[src/rtl/llc_inflight_set_queue_pkg.sv]
// Shared constants, kind codes and entry layout for the LLC in-flight set queue.
// Optional statistics counters are enabled with `define LLC_INFLIGHT_STATS_EN.
package llc_inflight_set_queue_pkg;

  // cache_consts: default geometry of the LLC front end
  localparam int LLC_SET_BITS  = 8;
  localparam int LLC_TAG_BITS  = 12;
  localparam int LLC_KIND_BITS = 3;
  localparam int LLC_DEPTH     = 4;

  typedef enum logic [2:0] {
    LLC_KIND_REQ   = 3'd0,
    LLC_KIND_DMA   = 3'd1,
    LLC_KIND_RSP   = 3'd2,
    LLC_KIND_RST   = 3'd3,
    LLC_KIND_FLUSH = 3'd4
  } llc_kind_e;

  typedef struct packed {
    logic [LLC_SET_BITS-1:0]  set_idx;
    logic [LLC_TAG_BITS-1:0]  tag;
    logic [LLC_KIND_BITS-1:0] kind;
  } inflight_entry_t;

  function automatic int llc_ptr_w(input int depth);
    return (depth > 1) ? $clog2(depth) : 1;
  endfunction

  // Global operations must run alone in an otherwise empty pipeline.
  function automatic logic llc_kind_is_global(input logic [31:0] k);
    return (k == {29'd0, LLC_KIND_RST}) || (k == {29'd0, LLC_KIND_FLUSH});
  endfunction

  function automatic logic llc_kind_is_rsp(input logic [31:0] k);
    return (k == {29'd0, LLC_KIND_RSP});
  endfunction

endpackage

[src/rtl/llc_inflight_set_queue_if.sv]
// Decoder-side, lookup-side and retire signals of the in-flight set queue.
// Statistics signals exist only when LLC_INFLIGHT_STATS_EN is defined.
interface llc_inflight_set_queue_if #(
  parameter int SET_BITS  = 8,
  parameter int TAG_BITS  = 12,
  parameter int DEPTH     = 4,
  parameter int KIND_BITS = 3
);
  localparam int CW = $clog2(DEPTH) + 1;

  // Handshakes: a transfer happens on a rising clk edge where valid and ready
  // are both high; valid never waits on ready, ready may depend on valid's payload.
  logic                 in_valid;
  logic                 in_ready;
  logic [SET_BITS-1:0]  in_set;
  logic [TAG_BITS-1:0]  in_tag;
  logic [KIND_BITS-1:0] in_kind;
  logic                 out_valid;
  logic                 out_ready;
  logic [SET_BITS-1:0]  out_set;
  logic [TAG_BITS-1:0]  out_tag;
  logic [KIND_BITS-1:0] out_kind;
  logic                 retire_valid;
  logic [CW-1:0]        count;
  logic                 hazard_stall;
  logic                 retire_err;
`ifdef LLC_INFLIGHT_STATS_EN
  logic                 stat_clr;
  logic [15:0]          stat_hazard_cycles;
  logic [15:0]          stat_full_cycles;

  modport master (
    output in_valid, in_set, in_tag, in_kind, out_ready, retire_valid, stat_clr,
    input  in_ready, out_valid, out_set, out_tag, out_kind, count, hazard_stall,
           retire_err, stat_hazard_cycles, stat_full_cycles
  );
  modport slave (
    input  in_valid, in_set, in_tag, in_kind, out_ready, retire_valid, stat_clr,
    output in_ready, out_valid, out_set, out_tag, out_kind, count, hazard_stall,
           retire_err, stat_hazard_cycles, stat_full_cycles
  );
`else
  modport master (
    output in_valid, in_set, in_tag, in_kind, out_ready, retire_valid,
    input  in_ready, out_valid, out_set, out_tag, out_kind, count, hazard_stall,
           retire_err
  );
  modport slave (
    input  in_valid, in_set, in_tag, in_kind, out_ready, retire_valid,
    output in_ready, out_valid, out_set, out_tag, out_kind, count, hazard_stall,
           retire_err
  );
`endif
endinterface

[src/rtl/llc_inflight_set_queue_set_match.sv]
// DEPTH-way set comparator: per-entry match vector plus a flag that any
// occupied entry is a global operation (RST/FLUSH).
module llc_set_match
  import llc_inflight_set_queue_pkg::*;
#(
  parameter int SET_BITS  = 8,
  parameter int KIND_BITS = 3,
  parameter int DEPTH     = 4
) (
  input  logic [DEPTH-1:0][SET_BITS-1:0]  i_sets,
  input  logic [DEPTH-1:0][KIND_BITS-1:0] i_kinds,
  input  logic [DEPTH-1:0]                i_valid,
  input  logic [SET_BITS-1:0]             i_set,
  output logic [DEPTH-1:0]                o_match,
  output logic                            o_global_pending
);

  always_comb begin
    o_match          = '0;
    o_global_pending = 1'b0;
    for (int k = 0; k < DEPTH; k++) begin
      o_match[k] = i_valid[k] && (i_sets[k] == i_set);
      if (i_valid[k] && llc_kind_is_global(32'(i_kinds[k]))) begin
        o_global_pending = 1'b1;
      end
    end
  end

endmodule

[src/rtl/llc_inflight_set_queue.sv]
// Multi-entry admission queue between the LLC decoder and lookup pipeline with
// set-hazard blocking. Define LLC_INFLIGHT_STATS_EN to add stall statistics.
module llc_inflight_set_queue
  import llc_inflight_set_queue_pkg::*;
#(
  parameter int SET_BITS  = LLC_SET_BITS,
  parameter int TAG_BITS  = LLC_TAG_BITS,
  parameter int DEPTH     = LLC_DEPTH,
  parameter int KIND_BITS = LLC_KIND_BITS
) (
  input  logic                     clk,
  input  logic                     rst,
  llc_inflight_set_queue_if.slave  bus
);

  localparam int            PW      = llc_ptr_w(DEPTH);
  localparam int            CW      = PW + 1;
  localparam logic [CW-1:0] DEPTH_C = CW'(DEPTH);

  typedef struct packed {
    logic [SET_BITS-1:0]  set_idx;
    logic [TAG_BITS-1:0]  tag;
    logic [KIND_BITS-1:0] kind;
  } entry_t;

  entry_t        r_mem [DEPTH];
  logic [PW-1:0] r_wr_ptr;
  logic [PW-1:0] r_iss_ptr;
  logic [PW-1:0] r_ret_ptr;
  logic [CW-1:0] r_n_q;
  logic [CW-1:0] r_n_i;
  logic          r_retire_err;

  logic [DEPTH-1:0][SET_BITS-1:0]  w_sets;
  logic [DEPTH-1:0][KIND_BITS-1:0] w_kinds;
  logic [PW-1:0]                   w_offs [DEPTH];
  logic [DEPTH-1:0]                w_occupied;
  logic [DEPTH-1:0]                w_match;
  logic                            w_global_pending;
  logic [CW-1:0]                   w_count;
  logic                            w_not_full;
  logic                            w_kind_global;
  logic                            w_kind_rsp;
  logic                            w_in_ready;
  logic                            w_hazard_stall;
  logic                            w_accept;
  logic                            w_issue;
  logic                            w_retire;
  entry_t                          w_head;
  entry_t                          w_new;

  // Occupied entries run from ret_ptr for count slots; hazards cover both
  // queued and issued entries, including one retiring this very cycle.
  always_comb begin
    w_count = r_n_q + r_n_i;
    for (int k = 0; k < DEPTH; k++) begin
      w_sets[k]      = r_mem[k].set_idx;
      w_kinds[k]     = r_mem[k].kind;
      w_offs[k]      = PW'(k) - r_ret_ptr;
      w_occupied[k]  = ({1'b0, w_offs[k]} < w_count);
    end
  end

  llc_set_match #(
    .SET_BITS  (SET_BITS),
    .KIND_BITS (KIND_BITS),
    .DEPTH     (DEPTH)
  ) u_set_match (
    .i_sets           (w_sets),
    .i_kinds          (w_kinds),
    .i_valid          (w_occupied),
    .i_set            (bus.in_set),
    .o_match          (w_match),
    .o_global_pending (w_global_pending)
  );

  assign w_not_full    = (w_count < DEPTH_C);
  assign w_kind_global = llc_kind_is_global(32'(bus.in_kind));
  assign w_kind_rsp    = llc_kind_is_rsp(32'(bus.in_kind));

  // Responses skip the set check: they resolve the pending set and must not block.
  always_comb begin
    w_in_ready = 1'b0;
    if (rst && w_not_full && !w_global_pending) begin
      if (w_kind_global) begin
        w_in_ready = (w_count == '0);
      end else if (w_kind_rsp) begin
        w_in_ready = 1'b1;
      end else begin
        w_in_ready = ~|w_match;
      end
    end
  end

  assign w_hazard_stall = rst && bus.in_valid && !w_in_ready && w_not_full;
  assign w_accept       = bus.in_valid && w_in_ready;
  assign w_issue        = (r_n_q != '0) && bus.out_ready;
  assign w_retire       = bus.retire_valid && (r_n_i != '0);
  assign w_head         = r_mem[r_iss_ptr];

  always_comb begin
    w_new         = '0;
    w_new.set_idx = bus.in_set;
    w_new.tag     = bus.in_tag;
    w_new.kind    = bus.in_kind;
  end

  always_ff @(posedge clk or negedge rst) begin
    if (!rst) begin
      for (int k = 0; k < DEPTH; k++) begin
        r_mem[k] <= '0;
      end
      r_wr_ptr     <= '0;
      r_iss_ptr    <= '0;
      r_ret_ptr    <= '0;
      r_n_q        <= '0;
      r_n_i        <= '0;
      r_retire_err <= 1'b0;
    end else begin
      if (w_accept) begin
        r_mem[r_wr_ptr] <= w_new;
        r_wr_ptr        <= r_wr_ptr + 1'b1;
      end
      if (w_issue) begin
        r_iss_ptr <= r_iss_ptr + 1'b1;
      end
      if (w_retire) begin
        r_ret_ptr <= r_ret_ptr + 1'b1;
      end
      r_n_q <= r_n_q + CW'(w_accept) - CW'(w_issue);
      r_n_i <= r_n_i + CW'(w_issue) - CW'(w_retire);
      if (bus.retire_valid && (r_n_i == '0)) begin
        r_retire_err <= 1'b1;
      end
    end
  end

  assign bus.in_ready     = w_in_ready;
  assign bus.out_valid    = (r_n_q != '0);
  assign bus.out_set      = w_head.set_idx;
  assign bus.out_tag      = w_head.tag;
  assign bus.out_kind     = w_head.kind;
  assign bus.count        = w_count;
  assign bus.hazard_stall = w_hazard_stall;
  assign bus.retire_err   = r_retire_err;

`ifdef LLC_INFLIGHT_STATS_EN
  logic [15:0] r_stat_hazard;
  logic [15:0] r_stat_full;

  always_ff @(posedge clk or negedge rst) begin
    if (!rst) begin
      r_stat_hazard <= '0;
      r_stat_full   <= '0;
    end else if (bus.stat_clr) begin
      r_stat_hazard <= '0;
      r_stat_full   <= '0;
    end else begin
      if (w_hazard_stall && (r_stat_hazard != 16'hFFFF)) begin
        r_stat_hazard <= r_stat_hazard + 16'd1;
      end
      if (bus.in_valid && (w_count == DEPTH_C) && (r_stat_full != 16'hFFFF)) begin
        r_stat_full <= r_stat_full + 16'd1;
      end
    end
  end

  assign bus.stat_hazard_cycles = r_stat_hazard;
  assign bus.stat_full_cycles   = r_stat_full;
`endif

endmodule
[src/flat_wrapper.sv]
// flat-port wrapper written by rule: the top's interface ports become plain ports
module llc_inflight_set_queue_flat import llc_inflight_set_queue_pkg::*;
#(
  parameter int SET_BITS  = LLC_SET_BITS,
  parameter int TAG_BITS  = LLC_TAG_BITS,
  parameter int DEPTH     = LLC_DEPTH,
  parameter int KIND_BITS = LLC_KIND_BITS
)
  (clk, rst, bus_in_valid, bus_in_set, bus_in_tag, bus_in_kind, bus_out_ready, bus_retire_valid, bus_in_ready, bus_out_valid, bus_out_set, bus_out_tag, bus_out_kind, bus_count, bus_hazard_stall, bus_retire_err);
  llc_inflight_set_queue_if #(.SET_BITS(SET_BITS), .TAG_BITS(TAG_BITS), .DEPTH(DEPTH), .KIND_BITS(KIND_BITS)) bus_i ();
  input  logic clk;
  input  logic rst;
  input wire logic [$bits(bus_i.in_valid)-1:0] bus_in_valid;
  input wire logic [$bits(bus_i.in_set)-1:0] bus_in_set;
  input wire logic [$bits(bus_i.in_tag)-1:0] bus_in_tag;
  input wire logic [$bits(bus_i.in_kind)-1:0] bus_in_kind;
  input wire logic [$bits(bus_i.out_ready)-1:0] bus_out_ready;
  input wire logic [$bits(bus_i.retire_valid)-1:0] bus_retire_valid;
  output wire logic [$bits(bus_i.in_ready)-1:0] bus_in_ready;
  output wire logic [$bits(bus_i.out_valid)-1:0] bus_out_valid;
  output wire logic [$bits(bus_i.out_set)-1:0] bus_out_set;
  output wire logic [$bits(bus_i.out_tag)-1:0] bus_out_tag;
  output wire logic [$bits(bus_i.out_kind)-1:0] bus_out_kind;
  output wire logic [$bits(bus_i.count)-1:0] bus_count;
  output wire logic [$bits(bus_i.hazard_stall)-1:0] bus_hazard_stall;
  output wire logic [$bits(bus_i.retire_err)-1:0] bus_retire_err;
  assign bus_i.in_valid = bus_in_valid;
  assign bus_i.in_set = bus_in_set;
  assign bus_i.in_tag = bus_in_tag;
  assign bus_i.in_kind = bus_in_kind;
  assign bus_i.out_ready = bus_out_ready;
  assign bus_i.retire_valid = bus_retire_valid;
  assign bus_in_ready = bus_i.in_ready;
  assign bus_out_valid = bus_i.out_valid;
  assign bus_out_set = bus_i.out_set;
  assign bus_out_tag = bus_i.out_tag;
  assign bus_out_kind = bus_i.out_kind;
  assign bus_count = bus_i.count;
  assign bus_hazard_stall = bus_i.hazard_stall;
  assign bus_retire_err = bus_i.retire_err;
  llc_inflight_set_queue #(.SET_BITS(SET_BITS), .TAG_BITS(TAG_BITS), .DEPTH(DEPTH), .KIND_BITS(KIND_BITS)) u_core (.clk(clk), .rst(rst), .bus(bus_i));
endmodule
[config.mk]
export PLATFORM = sky130hd
export DESIGN_NAME = llc_inflight_set_queue_flat
export DESIGN_NICKNAME = d
export VERILOG_FILES = /design/src/rtl/llc_inflight_set_queue_pkg.sv /design/src/rtl/llc_inflight_set_queue_if.sv /design/src/rtl/llc_inflight_set_queue_set_match.sv /design/src/rtl/llc_inflight_set_queue.sv /design/src/flat_wrapper.sv
export SDC_FILE = /design/constraint.sdc
export NUM_CORES = 1
export LEC_CHECK = 0
export CORE_AREA = 2 2 104 106
export CTS_CLUSTER_SIZE = 8
export DETAILED_ROUTE_END_ITERATION = 16
export DIE_AREA = 0 0 106 108
export PLACE_DENSITY = 0.76
export SETUP_SLACK_MARGIN = 0.2
export SLEW_MARGIN = 20
export SYNTH_ARGS = -nofsm -noshare
export SYNTH_HDL_FRONTEND = slang
export SYNTH_HIERARCHICAL = 1
export SYNTH_SLANG_ARGS = --single-unit
[constraint.sdc]
create_clock -name clk -period 5.7 [get_ports clk]
set_clock_uncertainty 0.15 [all_clocks]
set_input_delay 1.14 -clock clk [delete_from_list [all_inputs] [get_ports clk]]
set_output_delay 1.14 -clock clk [all_outputs]
set_load 0.1 [all_outputs]
==> results of run 1 <==
==> metrics by stage <==
step / setup WS, ns / cells
3_5_place_dp: 0.749 / 563
2_1_floorplan: 0.276 / 384
4_1_cts: 0.554 / 579
3_3_place_gp: 0.820 / 563
6_report: 0.567 / 579
5_1_grt: 0.336 / 579
==> critical path, cell delays in order (launching register included) <==
cell                       delay [ns]
sky130_fd_sc_hd__dfrtp_1         0.42
sky130_fd_sc_hd__ha_1            0.20
sky130_fd_sc_hd__inv_1           0.06
sky130_fd_sc_hd__fa_1            0.54
sky130_fd_sc_hd__ha_1            0.36
sky130_fd_sc_hd__a21boi_0        0.16
sky130_fd_sc_hd__o21ai_0         0.15
sky130_fd_sc_hd__nand2_1         0.15
sky130_fd_sc_hd__nor3_2          0.05
sky130_fd_sc_hd__or4_1           0.52
sky130_fd_sc_hd__a31o_4          0.31
sky130_fd_sc_hd__nor3_4          0.21
sky130_fd_sc_hd__buf_4           0.32
==> synth_stat cells (all sizes together) <==
cell type | number | area, µm²
nor2 | 1 | 3.75
fa | 3 | 60.1
xnor2 | 40 | 350
mux4 | 23 | 518
nand2b | 2 | 12.5
a31o | 1 | 17.5
nor4 | 4 | 85.1
a32oi | 1 | 27.5
mux2 | 93 | 1050
nand2 | 11 | 41.3
ha | 13 | 163
nor3 | 7 | 55.1
nand3b | 1 | 7.51
o21ai | 6 | 30.0
a21oi | 1 | 5.00
a21boi | 1 | 7.51
nand3 | 5 | 25.0
nor3b | 4 | 30.0
or3b | 1 | 11.3
nand4 | 5 | 31.3
dfrtp | 105 | 2630
buf | 18 | 184
nor2b | 1 | 6.26
inv | 21 | 78.8
and3b | 4 | 35.0
a21o | 3 | 22.5
or4 | 1 | 7.51
xor2 | 2 | 17.5
or3 | 1 | 6.26
xor3 | 1 | 25.0
clkbuf | 4 | 15.0
==> registers in the layout (all words and copies together) (netlist names) <==
signal                 flops
u_core/r_n_q               3
u_core/bus.retire_err      1
u_core/r_wr_ptr            2
u_core/r_mem              92
u_core/r_iss_ptr           2
u_core/r_n_i               3
u_core/r_ret_ptr           2
==> cell type report <==
type | instances | area (µm²) | area share [%]
inverter | 21 | 78.8 | 1.23
clock buffer | 10 | 138 | 2.15
timing repair buffer | 65 | 664 | 10.4
tap | 136 | 170 | 2.66
sequential | 105 | 2630 | 41.1
clock inverter | 6 | 50.0 | 0.783
multi-input combinational | 236 | 2660 | 41.6
==> layer usage <==
metal,GRT usage [%],part of all wire [%],wire length [µm]
met1,28.3,45,4860
met3,5.97,5.0,536
met4,4.42,1.0,109
met5,0,0,0
met2,32.9,49,5210
==> cell families (layout without fill, tap and decap cells) <==
logic type / Yosys count / count (layout)
simple gates: 48 / 48
xor+xnor: 43 / 43
fa+ha+maj: 16 / 16
compound gates: 13 / 13
mux: 116 / 116
buf+inv: 43 / 102
flops: 105 / 105
==> final timing paths <==
check | endpoint | startpoint | slack [ns] | cells after the start
worst max-delay path | bus_in_ready | u_core/r_n_q[0] | 0.57 | 12
worst min-delay path | u_core/bus.retire_err | u_core/bus.retire_err | 0.31 | 1
worst max register to register | u_core/r_n_q[2] | u_core/r_n_q[0] | 0.83 | 19
worst min register to register | u_core/bus.retire_err | u_core/bus.retire_err | 0.31 | 1
max in group asynchronous | u_core/r_mem[88] | rst | 3.86 | 2
min in group asynchronous | u_core/r_mem[29] | rst | 0.50 | 1
==> results list, run 1 <==
- Result of the run: completed
- After filler insertion, the fill cell instance count of the layout stands at 808.
* Hold WS: between 0.3 and 0.4 ns
* Total placed instance area: between 0.006 and 0.007 mm²
* WP data required: 4.41 ns
* Unique cell type count in the Yosys netlist: 35
* Antenna violations before repair: 0
- Count of unresolved DRC violations after routing: 0
- By startpoint and endpoint, the worst setup path is classified as reg2out.
* Crit path time final: 5.13 ns
* CP max FO: 6
- Number of global-route vias before repair: 3462
- Antenna cell count: 0
* Post-Route WL: roughly 11000 µm
- By area, the combinational part of the netlist is dominated by multiplexers.
- Hold-fix buffer count after cts: 0
- Summing the areas of all compound-gate instances in the mapped netlist gives 1.98% of the synthesized area.
- Unrepaired setup endpoints after global routing: no
* Pin count of the biggest net entering global routing: 85
- RD Place Congestion: 0.777
- Starting density of the core: a little over half
- Xor and xnor area share after synthesis: slightly above 7%
- The root buffer cell chosen for the clock tree is sky130_fd_sc_hd__clkbuf_8.
- Number of sinks driven by the clock tree: 105
- In the layout the commonest cells are sky130_fd_sc_hd__dfrtp_1, sky130_fd_sc_hd__mux2_2, sky130_fd_sc_hd__clkdlybuf4s50_1.
* Horiz. Die Dim: approximately 110 µm
- Overall fraction of global-route tracks in use: between 20% and 30%
- Synthesized area: between 0.005 and 0.006 mm²
* Average wire per cell in the routed design: ~19 µm
- Area share of fa/ha/maj cells after synthesis: 4.01%
- Setup fix buffers added after clock tree synthesis: 0
* Portion of netlist area occupied by mux cells: about 28%
- Fraction of layout instances using a drive strength above 1: 31.6%
* Final core occ: 62.4%
- Insertion delay of the later-clocked pin in the worst-skew pair: about 0.37 ns
* Endpoints failing hold: 0
- Number of nets in the synthesized netlist: 428
- The Yosys step of the flow raised 6 warnings.
- Number of H-tree branching levels: 3
* Number of rows in the core area: 37
* Final net count: 482
- Max-cap violations in this run came to 0.
* Pins Over Slew Limit: 0
* Worst-case headroom to the max-slew limit: 33.2%
* Mapped Avg Cell Area: 14.5 µm²
* Global-route wire length before repair: 18000 µm
* Post-CTS resize count: 0
- Vias per cell: roughly 5.6
- Cells after synthesis: 384
* Clock transition at path regs: around 0.11 ns
- Leaving out fill and tap cells, the most frequent cell in the layout is sky130_fd_sc_hd__dfrtp_1.
* Register area share after synthesis: 47.3%
- Number of port buffers: 57
* Top-level I/O count: 58
- Die area: 0.0114 mm²
* Period utilisation layout: between 90% and 100%
- Setup TNS: 0 ns
- Die Height: 108 µm
- Synthesis-stage register bit count: 105
* Detailed placement HPWL: approximately 7400 µm
* Remaining number of nets flagged by the antenna check after routing: 0
- TritonCTS built the clock tree.
* Setup-violating endpoint count in the final report: 0
- The detailed router finished its first iteration with approximately 180 violations.
* Total number of vias: approximately 3200
- The region available for standard cell placement spans 0.0102 mm².
* CP startpoint kind: register
* Cell area after layout: 0.00639 mm²
* TritonCTS Buffers: 9
- After Yosys synthesis, and, or, nand and nor cells account for 6.44% of the synthesized area.
- Data on the critical path arrives at its endpoint at 3.84 ns.
- Peak clock frequency supported by timing: 195 MHz
- Global-route congestion overflow total: 0
- Type of the tightest min-delay check: reg2reg
- The worst setup path is captured at an output port.
- Area growth, synth to finish: 15.0%
* DR pass1 iterations: 4
- For the pin with the worst max-slew slack, the measured transition is 0.999 ns.
- Buffer depth of the longest clock path: 2
Power of run 1 is not shown: default switching activity piles up to over one toggle a cycle in this logic, so the estimate is an artifact.
==> inputs of run 2 (changes only) <==
- CORE_AREA: 2 2 104 106 -> 2 2 124 90
- DIE_AREA: 0 0 106 108 -> 0 0 126 92
- GPL_TIMING_DRIVEN: default -> 0
- REMOVE_ABC_BUFFERS: default -> 1
==> run 2 against run 1 <==
Net effect: clock-buffer cell count grew 1; critical path depth is the same; maximum frequency shrank 3.7%; setup slack lost 0.20 ns; sequential share of layout area shrank 0.97 points; critical path type unchanged; critical endpoint unchanged.
==> results list, run 2 (same netlist as run 1, synthesis figures left out) <==
- The flow ran to the end, and the final reports show no timing, DRC or antenna violations.
- Total core area: 0.0106 mm²
* CP startpoint kind: register
* Number of port buffers: between 50 and 60
* Die Height: 92 µm
* Area of all sequential standard cells: approximately 0.0026 mm²
- Placed Cells: 565
- Setup violations remaining at the end of the flow were counted as 0.
- The repair_antennas step left the layout with diodes totalling 0.
* Starting density of the core: 52.5%
- The number of slew-limit violations in the final report came to 0.
* Crit path time final: 5.33 ns
- Critical R2R Launch: u_core/r_n_q[0]
* Insertion delay of the later-clocked pin in the worst-skew pair: roughly 0.34 ns
- Buffer depth of the longest clock path: 2
- Horiz. Die Dim: roughly 130 µm
- The critical path in this run is classified as reg2out.
- In this run the worst path has a maximum fanout of 6.
- Count of unresolved DRC violations after routing: 0
- Number of cells in the finished layout apart from fillers: roughly 580
- At the worst endpoint, the required time is between 4 and 5 ns.
* Clock transition at path regs: roughly 0.07 ns
* Post-Route WL: around 11000 µm
- The initialized floorplan defines 32 standard-cell rows.
* Clock tree from TritonCTS: built
- For this block, the via count after detailed routing is 3245.
- Before antenna repair, the detailed router went through 4 iterations.
- In the layout the commonest cells are sky130_fd_sc_hd__dfrtp_1, sky130_fd_sc_hd__mux2_2, sky130_fd_sc_hd__clkdlybuf4s50_1.
- Final net count: 484
- Setup slack of the most critical reg-to-reg path: 0.74 ns
- Antenna violations before repair: 0
- Setup fix buffers added after clock tree synthesis: 0
- Area growth, synth to finish: 17.9%
- The floorplan step defined a die boundary enclosing 0.0116 mm².
- The number of global-route vias before repair came to 3470.
- Unrepaired setup endpoints after global routing: yes
- Number of H-tree branching levels: 3
- Cell count of the worst reg-to-reg path: 19
- Multi-input gate area: 0.00265 mm²
* Fraction of layout instances using a drive strength above 1: 31.9%
- The worst hold path terminates at u_core/bus.retire_err.
* Max capacitance violation total: 0
* Root buffer cell: sky130_fd_sc_hd__clkbuf_16
- Counting flops per register, the top entry is u_core/r_mem.
- Pin count of the biggest net entering global routing: 67
- In the final layout, the registers with the most flip-flops are u_core/r_mem (92), u_core/r_n_i (3), u_core/r_n_q (3).
- Detailed placement HPWL: 7660 µm
* Hold-fix buffer count after cts: 0
- Routability-driven placement finished with a final weighted congestion of 0.780.
* Period utilisation layout: between 90% and 100%
- After detailed routing, the number of vias per cell comes to 5.59.
* FF-to-FF End: u_core/r_n_q[2]
- Worst-case headroom to the max-slew limit: 34.3%
- In this run, the number of DRC markers left after iteration 0 of detailed routing was 89.
- Top-level I/O count: 58
* Type of destination of the critical path: output port
- For the pin with the worst max-slew slack, the measured transition is around 0.98 ns.
* Instance count along the most critical hold path: 1
* Type of the tightest min-delay check: reg2reg
- The library cell used most frequently in the layout, excluding fill and tap cells, is sky130_fd_sc_hd__dfrtp_1.
* Remaining number of nets flagged by the antenna check after routing: 0
- In this run the most critical hold path is launched from u_core/bus.retire_err.
- The clock net in this run drives a total of between 100 and 150 sinks.
- Endpoints failing hold: 0
* Global-route wire length before repair: 18000 µm
* # fillers: 832
* TritonCTS Buffers: 9
- STA puts the critical path data arrival time at a little over 4 ns.
- For this run the aggregate overflow at the end of global routing stands at 0.
* Peak clock frequency supported by timing: 188 MHz
- The register with the most flip-flops in the layout has 92 of them.
- Overall fraction of global-route tracks in use: 20.1%
* Average wire per cell in the routed design: 18.6 µm
run 2: changes by cell type in the layout (fill, tap and decap cells not counted), sizes merged:
cell    previous run  this run
bufinv             0         2
clkbuf            10        13
inv               24        21
run 2: worst max-delay path by stage:
stage	startpoint	endpoint	slack (ns)	depth (start not counted)
5_1_grt	u_core/r_n_q[0]	bus_in_ready	0.20	12
4_1_cts	u_core/r_n_q[0]	bus_in_ready	0.0009	12
6_report	u_core/r_n_q[0]	bus_in_ready	0.37	12
3_5_place_dp	bus_in_set[6]	bus_in_ready	-0.06	8
3_3_place_gp	rst	bus_hazard_stall	-3.40	4
2_1_floorplan	u_core/r_n_q[0]	bus_hazard_stall	-1.61	12
run 2: what timing repair did:
| action | 4_1_cts | 5_1_grt |
|---|---|---|
| gates cloned | 0 | 0 |
| pin swaps | 0 | 0 |
| setup endpoints to repair | 2 | 2 |
| gates resized for setup | 2 | 5 |
run 2: worst max-delay path: stages (launching register included):
cell	delay [ns]
sky130_fd_sc_hd__dfrtp_1	0.40
sky130_fd_sc_hd__ha_1	0.20
sky130_fd_sc_hd__inv_1	0.06
sky130_fd_sc_hd__fa_1	0.54
sky130_fd_sc_hd__ha_1	0.37
sky130_fd_sc_hd__a21boi_0	0.17
sky130_fd_sc_hd__o21ai_0	0.15
sky130_fd_sc_hd__nand2_1	0.14
sky130_fd_sc_hd__nor3_2	0.06
sky130_fd_sc_hd__or4_1	0.53
sky130_fd_sc_hd__a31o_4	0.30
sky130_fd_sc_hd__nor3_1	0.26
sky130_fd_sc_hd__clkbuf_2	0.50
run 2: cell type report:
type | count | share of cell area [%]
Clock buffer | 11 | 3.71
Clock inverter | 5 | 1.20
Inverter | 21 | 1.20
Multi-Input combinational cell | 236 | 40.4
Sequential cell | 105 | 40.2
Tap cell | 136 | 2.60
Timing Repair Buffer | 67 | 10.7
run 2: metrics by stage:
stage               instance area, µm²  setup slack, ns  TNS, ns  util [%]  hold slack [ns]
CTS                               6560         0.000894        0      62.0            0.317
floorplan                         5360            -1.61    -1.92         -            0.302
detailed placement                6240          -0.0639  -0.0639      59.0            0.309
finish                            6550            0.370        0      62.0            0.313
global route                      6550            0.198        0      62.0            0.321
global placement                  6100            -3.40  -340.07      57.7            0.288
run 2: layer usage:
| layer | GRT usage (%) | vias up | share of wire (%) |
|---|---|---|---|
| met1 | 28.1 | 1691 | 46 |
| met3 | 5.02 | 12 | 4.4 |
| met4 | 4.12 | 0 | 0.84 |
| met5 | 0 | - | 0 |
| met2 | 32.1 | 66 | 49 |
| li1 | - | 1476 | - |
Power of run 2 is left out for the same reason.
